<file path="src/rtl/tbcm_mux_arbiter.sv">
// Round-robin arbiter sharing one valid/ready stream between ENTRIES requesters.
// The grant is held from the first beat of a packet through the beat flagged last.
module tbcm_mux_arbiter #(
    parameter int unsigned WIDTH     = 2,
    parameter type         DATA_TYPE = logic [WIDTH-1:0],
    parameter int unsigned ENTRIES   = 2
) (
    input  logic               i_clk,
    input  logic               i_rst_n,
    input  logic [ENTRIES-1:0] i_valid,
    output logic [ENTRIES-1:0] o_ready,
    input  DATA_TYPE           i_data [ENTRIES],
    input  logic [ENTRIES-1:0] i_last,
    output logic               o_valid,
    input  logic               i_ready,
    output DATA_TYPE           o_data,
    output logic               o_last,
    output logic [ENTRIES-1:0] o_grant
);

    localparam int unsigned INDEX_WIDTH = $clog2(ENTRIES);

    typedef enum logic {
        IDLE   = 1'b0,
        LOCKED = 1'b1
    } state_t;

    state_t                 state;
    state_t                 state_n;
    logic [INDEX_WIDTH-1:0] ptr;
    logic [INDEX_WIDTH-1:0] ptr_n;
    logic [ENTRIES-1:0]     grant_q;
    logic [ENTRIES-1:0]     grant_n;

    logic [ENTRIES-1:0]     grant_c;
    logic [INDEX_WIDTH-1:0] win_hi;
    logic [INDEX_WIDTH-1:0] win_lo;
    logic                   found_hi;
    logic                   found_any;
    logic [INDEX_WIDTH-1:0] sel_idx;
    logic [INDEX_WIDTH-1:0] ptr_adv;
    logic                   xfer;
    logic                   eop;

    // Round-robin pick: lowest valid index at or above ptr, else lowest valid index overall.
    always_comb begin
        win_hi    = '0;
        win_lo    = '0;
        found_hi  = 1'b0;
        found_any = 1'b0;
        grant_c   = '0;
        for (int unsigned i = 0; i < ENTRIES; i++) begin
            if (i_valid[i] && !found_any) begin
                win_lo    = INDEX_WIDTH'(i);
                found_any = 1'b1;
            end
            if (i_valid[i] && !found_hi && (32'(i) >= 32'(ptr))) begin
                win_hi   = INDEX_WIDTH'(i);
                found_hi = 1'b1;
            end
        end
        if (found_any) begin
            grant_c = ENTRIES'(1) << (found_hi ? win_hi : win_lo);
        end
    end

    // State register: asynchronous clear drops any in-flight packet lock.
    always_ff @(posedge i_clk or negedge i_rst_n) begin
        if (!i_rst_n) begin
            state   <= IDLE;
            ptr     <= '0;
            grant_q <= '0;
        end else begin
            state   <= state_n;
            ptr     <= ptr_n;
            grant_q <= grant_n;
        end
    end

    // Next state: lock on any presented beat that is not an end of packet, release on eop.
    always_comb begin
        state_n = state;
        ptr_n   = ptr;
        grant_n = grant_q;
        case (state)
            IDLE: begin
                if (eop) begin
                    ptr_n = ptr_adv;
                end else if (o_valid) begin
                    state_n = LOCKED;
                    grant_n = grant_c;
                end
            end
            LOCKED: begin
                if (eop) begin
                    state_n = IDLE;
                    ptr_n   = ptr_adv;
                    grant_n = '0;
                end
            end
            default: begin
                state_n = IDLE;
            end
        endcase
    end

    // Outputs: one-hot select mux steered by the live pick or the frozen grant.
    always_comb begin
        o_grant = (state == LOCKED) ? grant_q : grant_c;
        o_data  = '0;
        o_last  = 1'b0;
        sel_idx = '0;
        for (int unsigned i = 0; i < ENTRIES; i++) begin
            if (o_grant[i]) begin
                o_data  = i_data[i];
                o_last  = i_last[i];
                sel_idx = INDEX_WIDTH'(i);
            end
        end
        o_valid = |(i_valid & o_grant);
        o_ready = i_ready ? o_grant : '0;
        xfer    = o_valid & i_ready;
        eop     = xfer & o_last;
        ptr_adv = (sel_idx == INDEX_WIDTH'(ENTRIES - 1)) ? '0 : sel_idx + INDEX_WIDTH'(1);
    end

endmodule
</file>
<file path="config.mk">
export PLATFORM = sky130hd
export DESIGN_NAME = tbcm_mux_arbiter
export DESIGN_NICKNAME = d
export VERILOG_FILES = /design/src/rtl/tbcm_mux_arbiter.sv
export SDC_FILE = /design/constraint.sdc
export NUM_CORES = 1
export LEC_CHECK = 0
export BUFFER_PORTS_ARGS = -buffer_cell sky130_fd_sc_hd__buf_2
export CAP_MARGIN = 20
export CELL_PAD_IN_SITES_DETAIL_PLACEMENT = 1
export CELL_PAD_IN_SITES_GLOBAL_PLACEMENT = 1
export CORE_AREA = 4 4 41 43
export CTS_CLUSTER_SIZE = 8
export DETAILED_ROUTE_END_ITERATION = 8
export DIE_AREA = 0 0 45 47
export PLACE_DENSITY = 0.74
export RECOVER_POWER = 100
export SETUP_SLACK_MARGIN = 0.15
export SLEW_MARGIN = 20
export SYNTH_ARGS = -nofsm -noshare
export SYNTH_HDL_FRONTEND = slang
export SYNTH_SLANG_ARGS = --single-unit
</file>
<file path="constraint.sdc">
create_clock -name i_clk -period 1.7 [get_ports i_clk]
set_input_delay 0.17 -clock i_clk [delete_from_list [all_inputs] [get_ports i_clk]]
set_output_delay 0.17 -clock i_clk [all_outputs]
set_load 0.02 [all_outputs]
</file>
==> out/qor.yml, run 1 <==
routing:
  drt-total-wl_um: 1140
  antenna_left: 0
  vias: 422
  first_pass_iters: 4
  via_per_inst: 5.08
  first_iter_violations: 8
  drt-wirelength-per-cell_um: 13.8
  drc: 0
finish:
  fin_util_pct: 47.2
  final_common_cell: "buf_2"
  antennaDiodeCount: 0
  layout_common_cells: "buf_2 (10), buf_4 (8), buf_6 (6), nand2_1 (4)"
  fill_cells: 171
  nets: 81
  final_layout_size_suffix_gt1_share_pct: 61.8
  area_delta_synth_final_pct: 74.1
  fin_area_um2: 614
job:
  maxCapViolCount: 0
worst_setup_path:
  end_kind: "output port"
  path_buf_inv: 2
  max_stage_delay_ns: 0.43
  critical_path.top_delay_family: "compound AO/OA/AOI/OAI gates"
  slowest_stage: "dfrtp_2"
  worstPathCellList: "buf_12 -> a22oi_2 -> nor2_2 -> a22o_2 -> buf_2"
  startpoint_type: "flop"
  cp_max_fo: 5
  required_ns: 1.53
  rrSetupSlack_ns: 0.05
  path_class: "reg2out"
  cp.arrival_ns: 1.52
logic_synthesis:
  ys_seq_area_share_pct: 28.4
  synth-simple-area-share_pct: 31.6
  synthMuxAreaShare_pct: 0
  synth_compound_area_share_pct: 36.9
  synth_top_family_by_area: "compound AO/OA/AOI/OAI gates"
  synth_area_um2: 353
  synth-xor-area-share_pct: 0
  synth.distinct_cells: 27
  yosys_warnings: 0
  synth_nets: 50
  synth_fa_ha_area_share_pct: 0
  syn_area_per_cell_um2: 9.05
  synthCells: 39
  synth-seq-cells: 4
power:
  p_leak_nw: 0.317
  power_density_nw_per_um2: 1320
  irDropWorstVdd_mv: 0.521
global_routing:
  grt-ovfl-total: 0
  grt_start_max_net_pins: 7
  grt_pass1_wl_um: 1950
  grt_pass1_vias: 419
  track_usage_pct: 12.8
  antenna_found_initial: 0
clocking:
  clk_latency_ns: 0.23
  htreeDepth: 1
  numClockSinks: 4
  cts.path.max_buffers: 2
  cts_tree: "built"
  clockRootBuffer: "clkbuf_4"
  cts_made_buffers: 3
  clk_pin_slew_ns: 0.04
die:
  start_util_pct: 27.1
  placeableCoreArea_um2: 1300
  io_pins: 19
  die_x_um: 45
  die_area_um2: 2120
  rows: 13
  die_height_um: 47
timing:
  period_needed_ns: 1.69
  finalSetupViolCount: 0
  hold_viol_final: 0
  rsz0062_at_grt: "true"
  period_share_pct: 99.4
  slew_viol_final: 0
  fmax_mhz: 592
  tightest_slew_ns: 0.391
  slew_headroom_pct: 73.7
  finClkSkew_ns: 0.00383
placement:
  gp_congestion: 0.715
  numPortBuffers: 18
  place_area_um2: 454
  place_hpwl_um: 806
status:
  status: "complete, no violations"
worst_hold_path:
  min-delay-path-class: "in2reg"
## tightest hold or removal path, delay by kind of cell
family                 cells  cell delay (ns)
AND/OR/NAND/NOR            2             0.10
buffers and inverters      1             0.12
AO/OA/AOI/OAI              1             0.06
## power breakdown
group	total, W	internal, W	leakage, nW	switching, W
combinational	0.000560	0.000295	0.260	0.000265
clock	0.000110	0.0000784	0.0138	0.0000320
sequential	0.000139	0.000116	0.0439	0.0000230
## synthesized netlist by cell type, drive strengths merged
master | n | area share, %
nand2 | 5 | 5.3
a211o | 1 | 2.5
nor2 | 2 | 2.1
nand3 | 1 | 1.4
nor2b | 2 | 4.3
o21ai | 2 | 6.0
buf | 1 | 2.1
o211ai | 1 | 2.1
a22oi | 1 | 3.5
a22o | 3 | 8.2
and4b | 1 | 2.8
o2bb2ai | 1 | 4.3
and2 | 3 | 5.7
or2b | 1 | 2.1
inv | 1 | 1.1
a21oi | 3 | 4.3
nand2b | 2 | 4.3
nand3b | 1 | 2.1
dfrtp | 4 | 28
nor3 | 1 | 1.4
a32o | 1 | 2.8
a221o | 1 | 3.2
## flip-flops by register name, indices dropped and copies added, names as in the netlist
name	cells
ptr	1
state	1
grant_q	2
## cell type report
| type | count | area [um^2] | area share [%] |
|---|---|---|---|
| clock buffers | 3 | 22.5 | 3.67 |
| inverters | 1 | 3.75 | 0.611 |
| repair buffers | 27 | 211 | 34.4 |
| well taps | 15 | 18.8 | 3.05 |
| flip-flops and latches | 4 | 101 | 16.5 |
| multi-input cells | 33 | 256 | 41.8 |
## final timing paths
check	endpoint	cells past startpoint	start
setup / recovery	o_data[0]	5	state$_DFF_PN0_
hold / removal	ptr$_DFFE_PN0P_	4	i_last[1]
setup reg to reg	grant_q[1]$_DFFE_PN0P_	7	state$_DFF_PN0_
hold reg to reg	grant_q[0]$_DFFE_PN0P_	1	grant_q[0]$_DFFE_PN0P_
max in group asynchronous	state$_DFF_PN0_	2	i_rst_n
min in group asynchronous	grant_q[0]$_DFFE_PN0P_	2	i_rst_n
## per-layer routing
| metal | wire, um | vias up | global-route usage, % |
|---|---|---|---|
| met5 | 0 | - | 0 |
| li1 | - | 204 | - |
| met1 | 515 | 207 | 15.8 |
| met4 | 0 | 0 | 5.26 |
| met2 | 572 | 11 | 21.8 |
| met3 | 55 | 0 | 2.68 |
## what timing repair did
action,4_1_cts,5_1_grt
buffers inserted,6,2
hold endpoints to repair,4,0
resized for setup,11,10
setup endpoints to repair,7,9
hold buffers,1,0
pin swaps,3,3
## cells by family after synthesis
family	after synthesis
AND/OR/NAND/NOR	19
flip-flops	4
AO/OA/AOI/OAI	14
buffers and inverters	2
## metrics by stage
step           hold slack (ns)  setup TNS, ns  power (W)  setup WS [ns]  cells
6_report                 0.264              0   0.000809         0.0110     83
5_1_grt                  0.244         -0.139   0.000873        -0.0504     83
4_1_cts                  0.254              0   0.000742        0.00619     81
3_5_place_dp           -0.0228              0   0.000517          0.107     71
3_3_place_gp           -0.0227              0   0.000510          0.157     71
2_1_floorplan           -0.126              0   0.000416          0.161     39
(Power assumes the default switching activity.)
==> inputs of run 2 (changes only) <==
==> constraint.sdc (replaced) <==
create_clock -name i_clk -period 2.2 [get_ports i_clk]
set_input_delay 0.11 -clock i_clk [delete_from_list [all_inputs] [get_ports i_clk]]
set_output_delay 0.11 -clock i_clk [all_outputs]
set_load 0.02 [all_outputs]
==> run 2 against run 1 <==
Routed wire length shrank 13%. Clock-buffer cell count is the same. Setup slack gained 0.43 ns. Clock skew decreased by 0.0012 ns. Sequential power fell by 23%. Critical endpoint is now o_last. Die area is the same. Power down 43%. First-iteration DRC count down 50%. Highest routed layer is now met4.
==> out/qor.yml, run 2 (synthesis gave the netlist of run 1 again) <==
die:
  placeableCoreArea_um2: 1300
  rows: 13
  die_area_um2: 2120
  start_util_pct: 27.1
  io_pins: 19
  die_height_um: 47
  die_x_um: 45
worst_setup_path:
  required_ns: 2.09
  startpoint_type: "flop"
  cp_max_fo: 9
  path_class: "reg2out"
  r2r_cells: 5
  end_kind: "output port"
  cp.arrival_ns: 1.65
clocking:
  clk_pin_slew_ns: 0.04
  htreeDepth: 1
  cts_tree: "built"
  cts_made_buffers: 3
  clk_latency_ns: 0.23
  cts.path.max_buffers: 2
  cts.repair.resized: 0
  numClockSinks: 4
  clockRootBuffer: "clkbuf_4"
global_routing:
  track_usage_pct: 10.7
  grt_pass1_vias: 378
  grt-ovfl-total: 0
  grt_start_max_net_pins: 10
  grt_pass1_wl_um: 1630
  antenna_found_initial: 0
routing:
  first_pass_iters: 4
  first_iter_violations: 4
  via_per_inst: 5.13
  antenna_left: 0
  vias: 385
  drt-total-wl_um: 996
  drt-wirelength-per-cell_um: 13.3
  drc: 0
timing:
  tns_ns: 0
  finClkSkew_ns: 0.00266
  rsz0062_at_grt: "false"
  slew_viol_final: 0
  fmax_mhz: 568
  hold_viol_final: 0
  period_needed_ns: 1.76
  period_share_pct: 80.1
  tightest_slew_ns: 0.354
  slew_headroom_pct: 76.4
  finalSetupViolCount: 0
finish:
  multiInputGateArea_um2: 230
  finalNonFillerCells: 75
  fin_area_um2: 465
  final_layout_size_suffix_gt1_share_pct: 33.3
  nets: 73
  layout_common_cells: "buf_2 (10), clkbuf_1 (8), nand2_1 (5), dfrtp_1 (4)"
  largest_register_ffs: 2
  register_area_um2: 100
  antennaDiodeCount: 0
  reg_top3: "grant_q: 2 flops, ptr: 1 flops, state: 1 flops"
  area_delta_synth_final_pct: 31.9
  fill_cells: 176
  final_common_cell: "buf_2"
  top_register: "grant_q"
status:
  status: "complete, no violations"
worst_hold_path:
  worstHoldPathCells: 4
  min-delay-path-class: "in2reg"
placement:
  place_area_um2: 454
  place_hpwl_um: 789
  placedCellCount: 71
  gp_congestion: 0.706
  numPortBuffers: 18
power:
  power_density_nw_per_um2: 1000
  p_leak_nw: 0.218
  finalPower_w: 0.000465
  irDropWorstVdd_mv: 0.328
job:
  maxCapViolCount: 0
==> run 2: cell types whose count changed in the layout (fill, tap and decap cells not counted), sizes merged <==
cell	change
buf	-15
clkbuf	+7
==> run 2: cell type report <==
cell class / instances / area share, %
Clock buffer: 3 / 4.84
Multi-Input combinational cell: 33 / 49.5
Tap cell: 15 / 4.03
Sequential cell: 4 / 21.5
Inverter: 1 / 0.806
Timing Repair Buffer: 19 / 19.4
==> run 2: worst max-delay path: stages, from the launching register on <==
cell and delay (ns):
dfrtp_1 0.45, nand2b_2 0.24, o21ai_4 0.23, o2bb2ai_1 0.23, clkbuf_1 0.27
==> run 2: report_power, final <==
group	internal [W]	switching [W]	total, W
clock	0.0000609	0.0000280	0.0000889
combinational	0.000101	0.000169	0.000269
sequential	0.0000894	0.0000179	0.000107
total	0.000251	0.000214	0.000465
==> run 2: routing by layer <==
layer	global-route usage [%]	wire, um	up-vias
met5	0	0	-
met4	7.02	16	0
met2	17.2	484	11
met3	1.15	40	2
met1	13.6	455	184
li1	-	-	188
==> run 2: stage by stage <==
step / util [%] / setup WS (ns) / hold slack, ns
detailed placement: 34.9 / 0.599 / -0.0841
global placement: 34.9 / 0.662 / -0.0836
CTS: 37.4 / 0.435 / 0.201
floorplan: - / 0.661 / -0.186
finish: 35.8 / 0.438 / 0.209
global route: 35.8 / 0.313 / 0.234
==> run 2: worst paths after layout <==
path,startpoint,end,slack (ns)
min,i_last[1],ptr$_DFFE_PN0P_,0.21
max reg2reg,state$_DFF_PN0_,grant_q[0]$_DFFE_PN0P_,0.54
max in group asynchronous,i_rst_n,state$_DFF_PN0_,1.76
max,state$_DFF_PN0_,o_last,0.44
min reg2reg,grant_q[0]$_DFFE_PN0P_,grant_q[0]$_DFFE_PN0P_,0.56
min in group asynchronous,i_rst_n,ptr$_DFFE_PN0P_,0.27
==> run 2: repair_timing <==
action | CTS | global route
buffers inserted | 0 | 0
hold endpoints to repair | 4 | 0
hold buffers | 1 | 0
